### config.mk
export PLATFORM = sky130hd
export DESIGN_NAME = ring_node_vc
export DESIGN_NICKNAME = d
export VERILOG_FILES = /design/src/rtl/ring_node_vc.sv
export SDC_FILE = /design/constraint.sdc
export NUM_CORES = 1
export LEC_CHECK = 0
export ABC_AREA = 0
export CORE_MARGIN = 3
export CORE_UTILIZATION = 56
export DETAILED_ROUTE_END_ITERATION = 10
export PLACE_DENSITY = 0.8
export RECOVER_POWER = 100
export SYNTH_ARGS = -nofsm -noshare
export SYNTH_HDL_FRONTEND = slang
export SYNTH_SLANG_ARGS = --single-unit
### constraint.sdc
create_clock -name clock -period 5 [get_ports clock]
set_input_delay 1 -clock clock [delete_from_list [all_inputs] [get_ports clock]]
set_output_delay 1 -clock clock [all_outputs]
set_load 0.02 [all_outputs]
### src/rtl/ring_node_vc.sv
// Ring stop with NUM_CH round-robin injection queues, slot reuse, deflection on ejection backpressure
// and starvation detection. Define RING_NODE_VC_STATS_EN to add the 16-bit statistics counters.
module ring_node_vc #(
    parameter int NODE_ID      = 0,
    parameter int NODE_W       = 4,
    parameter int CMD_W        = 3,
    parameter int ADDR_W       = 32,
    parameter int DATA_W       = 64,
    parameter int NUM_CH       = 2,
    parameter int OQ_DEPTH     = 4,
    parameter int STARVE_LIMIT = 16
) (
    input  logic                                          clock,
    input  logic                                          reset_n,
    input  logic                                          enable,
    input  logic                                          rin_valid,
    input  logic                                          rin_bcast,
    input  logic [NODE_W-1:0]                             rin_src,
    input  logic [NODE_W-1:0]                             rin_dest,
    input  logic [CMD_W-1:0]                              rin_cmd,
    input  logic [ADDR_W-1:0]                             rin_addr,
    input  logic [DATA_W-1:0]                             rin_data,
    input  logic [3:0]                                    rin_retry,
    output logic                                          rout_valid,
    output logic                                          rout_bcast,
    output logic [NODE_W-1:0]                             rout_src,
    output logic [NODE_W-1:0]                             rout_dest,
    output logic [CMD_W-1:0]                              rout_cmd,
    output logic [ADDR_W-1:0]                             rout_addr,
    output logic [DATA_W-1:0]                             rout_data,
    output logic [3:0]                                    rout_retry,
    input  logic                                          inj_valid,
    output logic                                          inj_ready,
    input  logic [((NUM_CH > 1) ? $clog2(NUM_CH) : 1)-1:0] inj_ch,
    input  logic [NODE_W-1:0]                             inj_dest,
    input  logic                                          inj_bcast,
    input  logic [CMD_W-1:0]                              inj_cmd,
    input  logic [ADDR_W-1:0]                             inj_addr,
    input  logic [DATA_W-1:0]                             inj_data,
    output logic                                          ej_valid,
    input  logic                                          ej_ready,
    output logic [NODE_W-1:0]                             ej_src,
    output logic                                          ej_bcast,
    output logic [CMD_W-1:0]                              ej_cmd,
    output logic [ADDR_W-1:0]                             ej_addr,
    output logic [DATA_W-1:0]                             ej_data,
`ifdef RING_NODE_VC_STATS_EN
    output logic [15:0]                                   stat_inj,
    output logic [15:0]                                   stat_ej,
    output logic [15:0]                                   stat_defl,
    output logic [15:0]                                   stat_bmiss,
`endif
    output logic                                          starve,
    output logic                                          retry_sat
);

    localparam int CH_W  = (NUM_CH > 1) ? $clog2(NUM_CH) : 1;
    localparam int IDX_W = $clog2(OQ_DEPTH);
    localparam int PTR_W = IDX_W + 1;
    localparam int SC_W  = $clog2(STARVE_LIMIT + 1);
    localparam logic [NODE_W-1:0] MY_ID = NODE_W'(NODE_ID);
    localparam logic [SC_W-1:0]   SC_MAX = SC_W'(STARVE_LIMIT);

    typedef struct packed {
        logic [NODE_W-1:0] dest;
        logic              bcast;
        logic [CMD_W-1:0]  cmd;
        logic [ADDR_W-1:0] addr;
        logic [DATA_W-1:0] data;
    } qEntry_t;

    typedef struct packed {
        logic              valid;
        logic              bcast;
        logic [NODE_W-1:0] src;
        logic [NODE_W-1:0] dest;
        logic [CMD_W-1:0]  cmd;
        logic [ADDR_W-1:0] addr;
        logic [DATA_W-1:0] data;
        logic [3:0]        retry;
    } slot_t;

    qEntry_t           r_qMem  [NUM_CH][OQ_DEPTH];
    logic [PTR_W-1:0]  r_wrPtr [NUM_CH];
    logic [PTR_W-1:0]  r_rdPtr [NUM_CH];
    logic [CH_W-1:0]   r_rrPtr;
    slot_t             r_rout;
    logic              r_ejValid;
    logic              r_ejBcast;
    logic [NODE_W-1:0] r_ejSrc;
    logic [CMD_W-1:0]  r_ejCmd;
    logic [ADDR_W-1:0] r_ejAddr;
    logic [DATA_W-1:0] r_ejData;
    logic [SC_W-1:0]   r_starveCnt;
    logic              r_retrySat;

    logic [NUM_CH-1:0] w_empty;
    logic [NUM_CH-1:0] w_full;
    logic              w_anyPending;
    logic [CH_W-1:0]   w_gnt;
    logic              w_gntFound;
    qEntry_t           w_head;
    slot_t             w_routNext;
    logic              w_push;
    logic              w_pop;
    logic              w_ejFree;
    logic              w_isUni;
    logic              w_ejectUni;
    logic              w_deflect;
    logic              w_bcOther;
    logic              w_bcOwn;
    logic              w_capture;
    logic              w_slotFree;

    // One extra pointer bit distinguishes full from empty when the index bits match.
    always_comb begin
        w_empty = '0;
        w_full  = '0;
        for (int c = 0; c < NUM_CH; c++) begin
            w_empty[c] = (r_wrPtr[c] == r_rdPtr[c]);
            w_full[c]  = (r_wrPtr[c][PTR_W-1] != r_rdPtr[c][PTR_W-1]) &&
                         (r_wrPtr[c][IDX_W-1:0] == r_rdPtr[c][IDX_W-1:0]);
        end
    end

    assign w_anyPending = |(~w_empty);
    assign inj_ready    = reset_n && (int'(inj_ch) < NUM_CH) && !w_full[inj_ch];
    assign w_push       = inj_valid && inj_ready;

    always_comb begin
        w_gnt      = '0;
        w_gntFound = 1'b0;
        for (int i = 1; i <= NUM_CH; i++) begin
            if (!w_gntFound && !w_empty[(int'(r_rrPtr) + i) % NUM_CH]) begin
                w_gnt      = CH_W'((int'(r_rrPtr) + i) % NUM_CH);
                w_gntFound = 1'b1;
            end
        end
    end

    assign w_head     = r_qMem[w_gnt][r_rdPtr[w_gnt][IDX_W-1:0]];
    assign w_ejFree   = !r_ejValid || ej_ready;
    assign w_isUni    = rin_valid && !rin_bcast && (rin_dest == MY_ID);
    assign w_ejectUni = w_isUni && w_ejFree;
    assign w_deflect  = w_isUni && !w_ejFree;
    assign w_bcOther  = rin_valid && rin_bcast && (rin_src != MY_ID);
    assign w_bcOwn    = rin_valid && rin_bcast && (rin_src == MY_ID);
    assign w_capture  = enable && (w_ejectUni || (w_bcOther && w_ejFree));
    assign w_slotFree = !rin_valid || w_ejectUni || w_bcOwn;
    assign w_pop      = enable && w_slotFree && w_anyPending;

    always_comb begin
        w_routNext = '0;
        if (w_pop) begin
            w_routNext.valid = 1'b1;
            w_routNext.bcast = w_head.bcast;
            w_routNext.src   = MY_ID;
            w_routNext.dest  = w_head.dest;
            w_routNext.cmd   = w_head.cmd;
            w_routNext.addr  = w_head.addr;
            w_routNext.data  = w_head.data;
        end else if (!w_slotFree) begin
            w_routNext = '{rin_valid, rin_bcast, rin_src, rin_dest, rin_cmd, rin_addr, rin_data, rin_retry};
            if (w_deflect && (rin_retry != 4'hF)) begin
                w_routNext.retry = rin_retry + 4'd1;
            end
        end
    end

    always_ff @(posedge clock) begin
        if (w_push) begin
            r_qMem[inj_ch][r_wrPtr[inj_ch][IDX_W-1:0]] <= '{inj_dest, inj_bcast, inj_cmd, inj_addr, inj_data};
        end
    end

    always_ff @(posedge clock) begin
        if (!reset_n) begin
            for (int c = 0; c < NUM_CH; c++) begin
                r_wrPtr[c] <= '0;
                r_rdPtr[c] <= '0;
            end
            r_rrPtr <= CH_W'(NUM_CH - 1);
        end else begin
            if (w_push) begin
                r_wrPtr[inj_ch] <= r_wrPtr[inj_ch] + PTR_W'(1);
            end
            if (w_pop) begin
                r_rdPtr[w_gnt] <= r_rdPtr[w_gnt] + PTR_W'(1);
                r_rrPtr        <= w_gnt;
            end
        end
    end

    // Ring-side state advances only when enabled; the ejection handshake keeps running regardless.
    always_ff @(posedge clock) begin
        if (!reset_n) begin
            r_rout      <= '0;
            r_starveCnt <= '0;
            r_retrySat  <= 1'b0;
        end else begin
            r_retrySat <= enable && w_deflect && (rin_retry == 4'hF);
            if (enable) begin
                r_rout <= w_routNext;
                if (w_pop || !w_anyPending) begin
                    r_starveCnt <= '0;
                end else if (r_starveCnt != SC_MAX) begin
                    r_starveCnt <= r_starveCnt + SC_W'(1);
                end
            end
        end
    end

    always_ff @(posedge clock) begin
        if (!reset_n) begin
            r_ejValid <= 1'b0;
            r_ejBcast <= 1'b0;
            r_ejSrc   <= '0;
            r_ejCmd   <= '0;
            r_ejAddr  <= '0;
            r_ejData  <= '0;
        end else if (w_capture) begin
            r_ejValid <= 1'b1;
            r_ejBcast <= rin_bcast;
            r_ejSrc   <= rin_src;
            r_ejCmd   <= rin_cmd;
            r_ejAddr  <= rin_addr;
            r_ejData  <= rin_data;
        end else if (r_ejValid && ej_ready) begin
            r_ejValid <= 1'b0;
        end
    end

`ifdef RING_NODE_VC_STATS_EN
    logic [15:0] r_statInj;
    logic [15:0] r_statEj;
    logic [15:0] r_statDefl;
    logic [15:0] r_statBmiss;

    always_ff @(posedge clock) begin
        if (!reset_n) begin
            r_statInj   <= '0;
            r_statEj    <= '0;
            r_statDefl  <= '0;
            r_statBmiss <= '0;
        end else begin
            if (w_pop)                                r_statInj   <= r_statInj + 16'd1;
            if (w_capture)                            r_statEj    <= r_statEj + 16'd1;
            if (enable && w_deflect)                  r_statDefl  <= r_statDefl + 16'd1;
            if (enable && w_bcOther && !w_ejFree)     r_statBmiss <= r_statBmiss + 16'd1;
        end
    end

    assign stat_inj   = r_statInj;
    assign stat_ej    = r_statEj;
    assign stat_defl  = r_statDefl;
    assign stat_bmiss = r_statBmiss;
`endif

    assign rout_valid = r_rout.valid;
    assign rout_bcast = r_rout.bcast;
    assign rout_src   = r_rout.src;
    assign rout_dest  = r_rout.dest;
    assign rout_cmd   = r_rout.cmd;
    assign rout_addr  = r_rout.addr;
    assign rout_data  = r_rout.data;
    assign rout_retry = r_rout.retry;
    assign ej_valid   = r_ejValid;
    assign ej_bcast   = r_ejBcast;
    assign ej_src     = r_ejSrc;
    assign ej_cmd     = r_ejCmd;
    assign ej_addr    = r_ejAddr;
    assign ej_data    = r_ejData;
    assign starve     = (r_starveCnt == SC_MAX);
    assign retry_sat  = r_retrySat;

endmodule

# Word level (Yosys, flattened, before mapping)
# Memory sizes are Yosys's and may differ from the RTL's.
# Cells that the tools add are included.
# totals
mem_count	3
wordCells	126
mem_bits_rw	844
reg_bits	225
# op_classes
reduce_logical	42
mux	37
n_eq_ne	10
magnitude_cmp	6
add_sub_neg	6
bitwise	5
# memory_table
name	depth	word_bits	rd	rd_ports_with_merged_regs	write_ports	line_no	rtl
r_qMem	2	416	1	0	1	83	qEntry_t r_qMem [NUM_CH][OQ_DEPTH];
r_rdPtr	2	3	3	0	2	85	logic [PTR_W-1:0] r_rdPtr [NUM_CH];
r_wrPtr	2	3	3	0	2	84	logic [PTR_W-1:0] r_wrPtr [NUM_CH];
# op_table
operator	count
$mux 416	1
$mux 104	3
$bmux 104 s2	1
$demux 104 s2	1
$mux 113	1
$mux 109	1
$mux 1	23
$logic_and 1x1->1	21
$mux 5	2
$logic_not 4->1	2
$mux 4	2
$logic_not 1->1	7
$add 3x1->3 const B	2
$eq 3x3->1	2
$ge 3x3->1 const B	2
$lt 2x3->1 const B	2
$mux 3	2
$not 2->3	2
$reduce_or 3->1	2
$add 5x1->5 const B	1
$eq 5x5->1 const B	1
$logic_or 1x1->1	5
$ne 5x5->1 const B	1
$add 4x1->4 const B	1
13 further kinds	18

# Longest topological paths before layout
# An unclocked memory read counts as a cell.
# depth
ltp_word	14
depth_mapped	8

# Least setup slack after synthesis
# OpenSTA, ideal clock, no wires.
# synth_timing
path_type	input port to flip-flop
startpoint	input port inj_ch
endpoint	memory r_qMem[0][312] (netlist bit) (enable)
required_ns	4.525
setup_slack_ns	0.284
arrival_ns	4.241
setup_ns	0.475
path_stages	5
path_cell_list	clkbuf_1 -> mux2_2 -> inv_1 -> ha_1 -> and2_1
# synth_between
elab_chain_len	7
word_cells_on_any_way	14
cone_classes	2 x order compare; 6 x mux; 1 x bitwise; 4 x reduce/logical; 1 x memory
# synth_rtl
element	line_no	rtl
start, declared	34	input logic [((NUM_CH > 1) ? $clog2(NUM_CH) : 1)-1:0] inj_ch,
$mem_v2 2x3 / $mux 1 (equally long branches)	--	
$not 2->3 (implied by the code) / $mux 1 (equally long branches)	172, 127	
$ge 3x3->1 (implied by the code), or another cell as far along	172	r_qMem[inj_ch][r_wrPtr[inj_ch][IDX_W-1:0]] <= '{inj_dest, inj_bcast, inj_cmd, inj_addr, inj_data};
$logic_and 1x1->1, on equally long branches	172, 127	
$mux 104 (implied by the code) / $logic_and 1x1->1 (equally long branches)	172, 128	
$demux 104 s2 / $mux 1 (equally long branches)	172, 171	
$mux 416 (implied by the code)	172	
end, declared	83	
# Parallel ways exist; a longest one is shown, timed or not. The select of a mux whose other input is x is not followed.

# Worst setup path after layout
# layout_timing
startpoint	input port reset_n
endpoint	memory r_qMem[0][156] (netlist bit) (enable)
# layout_between
elab_chain_len	4
# layout_rtl
element	line_no	rtl
start, declared	14	input logic reset_n,
$logic_and 1x1->1	127	assign inj_ready = reset_n && (int'(inj_ch) < NUM_CH) && !w_full[inj_ch];
$logic_and 1x1->1	128	assign w_push = inj_valid && inj_ready;
$mux 1	171	if (w_push) begin
$mux 416 (implied by the code)	172	
# Every way passes these cells.

==> metrics.csv <==
stage;metric;value;unit
power_and_ir_drop;Leak;16.5;nW
flow_run;Max-Cap Viols;6;
routing;routed vias;22900;
timing;actual slew at the worst max-slew pin;2.30;ns
die;FP Rows;96;
clock_tree;Root Buffer;clkbuf_16;
timing;max_slew headroom;-0.535;
final_layout;final core occ;0.700;
timing;Final Critical Period;4.33;ns
timing;Final Setup Violations;0;
critical_path;CP max FO;37;
routing;Final ANT Viol Nets;0;
clock_tree;post_cts resized;0;
placement;IO buf count;443;
final_layout;fin cells;3685;
synthesis;Post-synth EDFFs;844;
synthesis;Async S/R FF share, synth;0;
timing;Slew Viols, Final;227;
placement;Post-DP Area;45100;um2
placement;DP Cell Count;3472;
clock_tree;H-tree depth;3;
final_layout;synthesis-to-finish area growth;22.9;%
clock_tree;Setup Fix Bufs, Post-CTS;0;
power_and_ir_drop;largest vdd supply drop;0.298;mV
hold_path;worst hold path class;reg2reg;
routing;drt wl/cell;27.1;um
timing;Hold Slack;0.450;ns
critical_path;Worst EP arrival;4.64;ns
synthesis;Post-Syn Nets;2418;
synthesis;area leader, netlist;edfxtp_1;
critical_path;CP Cell Sequence;dlygate4sd3_1, nand2_1, nor3_1, and2_1, buf_12;
synthesis;share of the synthesized area in the top cell type;0.644;
synthesis;Yosys cell types;47;
clock_tree;cts bufs inserted;104;
timing;maximum clock frequency;0.231;GHz
clock_tree;Max clock buf depth;3;
placement;routability cong.;0.799;
global_route;vias in the first global route;23500;
critical_path;r2r worst-path depth;6;
timing;RSZ-0062 raised after global routing;no;
die;IO Count;444;
placement;post-DP HPWL;58500;um
routing;DRC;0;
clock_tree;Skew-Pair Late Insertion Delay;0.66;ns
power_and_ir_drop;pwr/cell area;402;nW/um2
synthesis;mapped cell area;39300;um2
timing;Tcrit/Tclk final;0.867;
timing;setup_tns;0;ns
global_route;GRT Util Overall;0.271;
timing;final-report hold violation count;0;
global_route;total grt overflow;0;
critical_path;WS Path Type;in2reg;
synthesis;Mapped Cells;2187;
synthesis;syn_area_per_cell;18.0;um2
synthesis;Top FF cell, synth;edfxtp_1;
critical_path;WP data required;5.31;ns
routing;DR iter-0 viols;2854;
clock_tree;Clock transition at path regs;0.06;ns
synthesis;Seq/Total Area, Yosys;0.759;
routing;DRT Pass-1 Iters;6;
final_layout;Final Cell Area;48400;um2
synthesis;yosys warns;0;
clock_tree;clk sinks;1069;
die;die width;271;um
run_status;violations in the final reports;capacitance limit, slew limit;
critical_path;flop-to-flop setup slack;0.91;ns
critical_path;slowest library cell on the worst path;and2_1;
critical_path;crit end category;flip-flop;
global_route;initial antenna violation count;29;
clock_tree;TritonCTS clock tree;built;
final_layout;share of cells above drive strength 1;0.151;
die;Core Area;69100;um2
synthesis;number of synthesized register bits;1069;
global_route;largest net degree at the start of global routing;107;
critical_path;CP startpoint kind;input port;
timing;Post-Route Skew;0.0311;ns
critical_path;FF-to-FF End;r_qMem[0][156]$_DFFE_PP_;
final_layout;Layout Nets;2878;
run_status;outcome;finished with violations;
synthesis;top cells by area, synth;edfxtp_1 (64%), mux4_2 (12%), dfxtp_1 (11%);
die;Starting Density;0.570;
die;die area;73500;um2
global_route;first-pass GRT wire length;149000;um
clock_tree;cts hold-fix bufs;0;
routing;Via density;6.21;
critical_path;CP peak stage delay;1.79;ns
die;DIE HEIGHT;271;um
hold_path;Hold EP;ej_data[34]$_SDFFE_PN0P_;
hold_path;Hold Startpoint;ej_data[34]$_SDFFE_PN0P_;
critical_path;RR Startpoint;r_wrPtr[0][0]$_SDFFCE_PN0P_;
routing;detailed-route wire length;99800;um
hold_path;worst hold path depth;2;
==> report_power, final <==
part	internal (mW)	total (mW)	switching, mW
registers	9.84	9.96	0.119
clock network	4.59	7.82	3.24
logic	0.717	1.65	0.932
==> final cells by class <==
class	count	area (um2)
clock inverters	47	478
clock buffers	148	2960
flip-flops and latches	1069	29800
inverters	111	419
well taps	931	1160
multi-input cells	876	8560
diodes	18	45.0
fillers	4186	20700
repair buffers	485	4870
==> worst max-delay path, delay by kind of cell <==
kind | cells | cell delay [ns]
AND/OR/NAND/NOR | 3 | 2.51
buffers and inverters | 2 | 1.11
==> routing by layer <==
metal | vias up | share of wire | track usage
met2 | 1277 | 0.50 | 0.453
met5 | - | 0.00083 | 0
li1 | 9625 | - | -
met4 | 12 | 0.032 | 0.0921
met1 | 11800 | 0.37 | 0.357
met3 | 212 | 0.091 | 0.0605
==> cells in the final DEF (no fill, tap or decap), types with 4 or more instances in the layout <==
master	instances
inv_1	110
edfxtp_1	844
mux4_2	208
clkbuf_8	11
nand4_1	4
clkinv_1	13
and2_0	4
mux2i_1	5
a21oi_1	114
clkinv_2	17
a222oi_1	100
dfxtp_1	225
and2_1	5
buf_12	13
nor2_1	19
clkbuf_16	108
diode_2	18
dlygate4sd3_1	329
nor3_1	6
and2_4	6
o21ai_0	107
clkbuf_2	12
xor2_1	9
nand3_1	9
clkdlybuf4s50_1	114
buf_4	13
nand2_1	222
ha_1	8
and3_1	4
bufinv_16	9
clkbuf_1	33
xnor2_1	8
==> synthesized netlist by cell type, types with 15 or more instances <==
library cell / instances
a21oi_1: 114
dfxtp_1: 225
clkbuf_1: 87
o21ai_0: 59
nand2_1: 222
mux4_2: 208
a222oi_1: 100
and2_1: 15
o21ai_1: 48
buf_2: 34
nor2_1: 20
inv_1: 110
edfxtp_1: 844
==> worst max path at each step <==
| stage | start | endpoint | depth (start not counted) |
|---|---|---|---|
| 2_1_floorplan | inj_ch | r_qMem[0][312]$_DFFE_PP_ | 5 |
| 3_3_place_gp | rin_src[3] | rout_data[29]$_SDFFE_PN0P_ | 7 |
| 3_5_place_dp | rin_bcast | ej_data[60]$_SDFFE_PN0P_ | 7 |
| 4_1_cts | inj_ch | inj_ready | 7 |
| 5_1_grt | reset_n | r_qMem[0][156]$_DFFE_PP_ | 5 |
| 6_report | reset_n | r_qMem[0][156]$_DFFE_PP_ | 5 |
==> logic make-up after synthesis <==
family                     after synthesis  share of synthesized area
DFF                                   1069                      0.759
xor gates and xnor gates                17                    0.00378
AOI/OAI and AO/OA                      339                     0.0577
buffers and inverters                  242                     0.0246
and+or+nand+nor                        295                     0.0313
muxes                                  217                      0.121
adders and majority gates                8                    0.00254
==> sequential cells by signal (all words and copies together) (netlist names), 5 cells and up <==
name	cells
r_qMem	832
r_wrPtr	6
ej_data	64
rout_data	64
rout_addr	32
r_rdPtr	6
ej_addr	32
r_starveCnt	5
==> stage by stage <==
step / worst slack (ns) / total power [mW]
after floorplan: 0.284 / 11.0
after global placement: 1.06 / 11.8
after detailed placement: 0.945 / 11.9
after CTS: 1.12 / 19.6
after global routing: 0.514 / 20.0
final: 0.667 / 19.4
(Power assumes the default switching activity.)
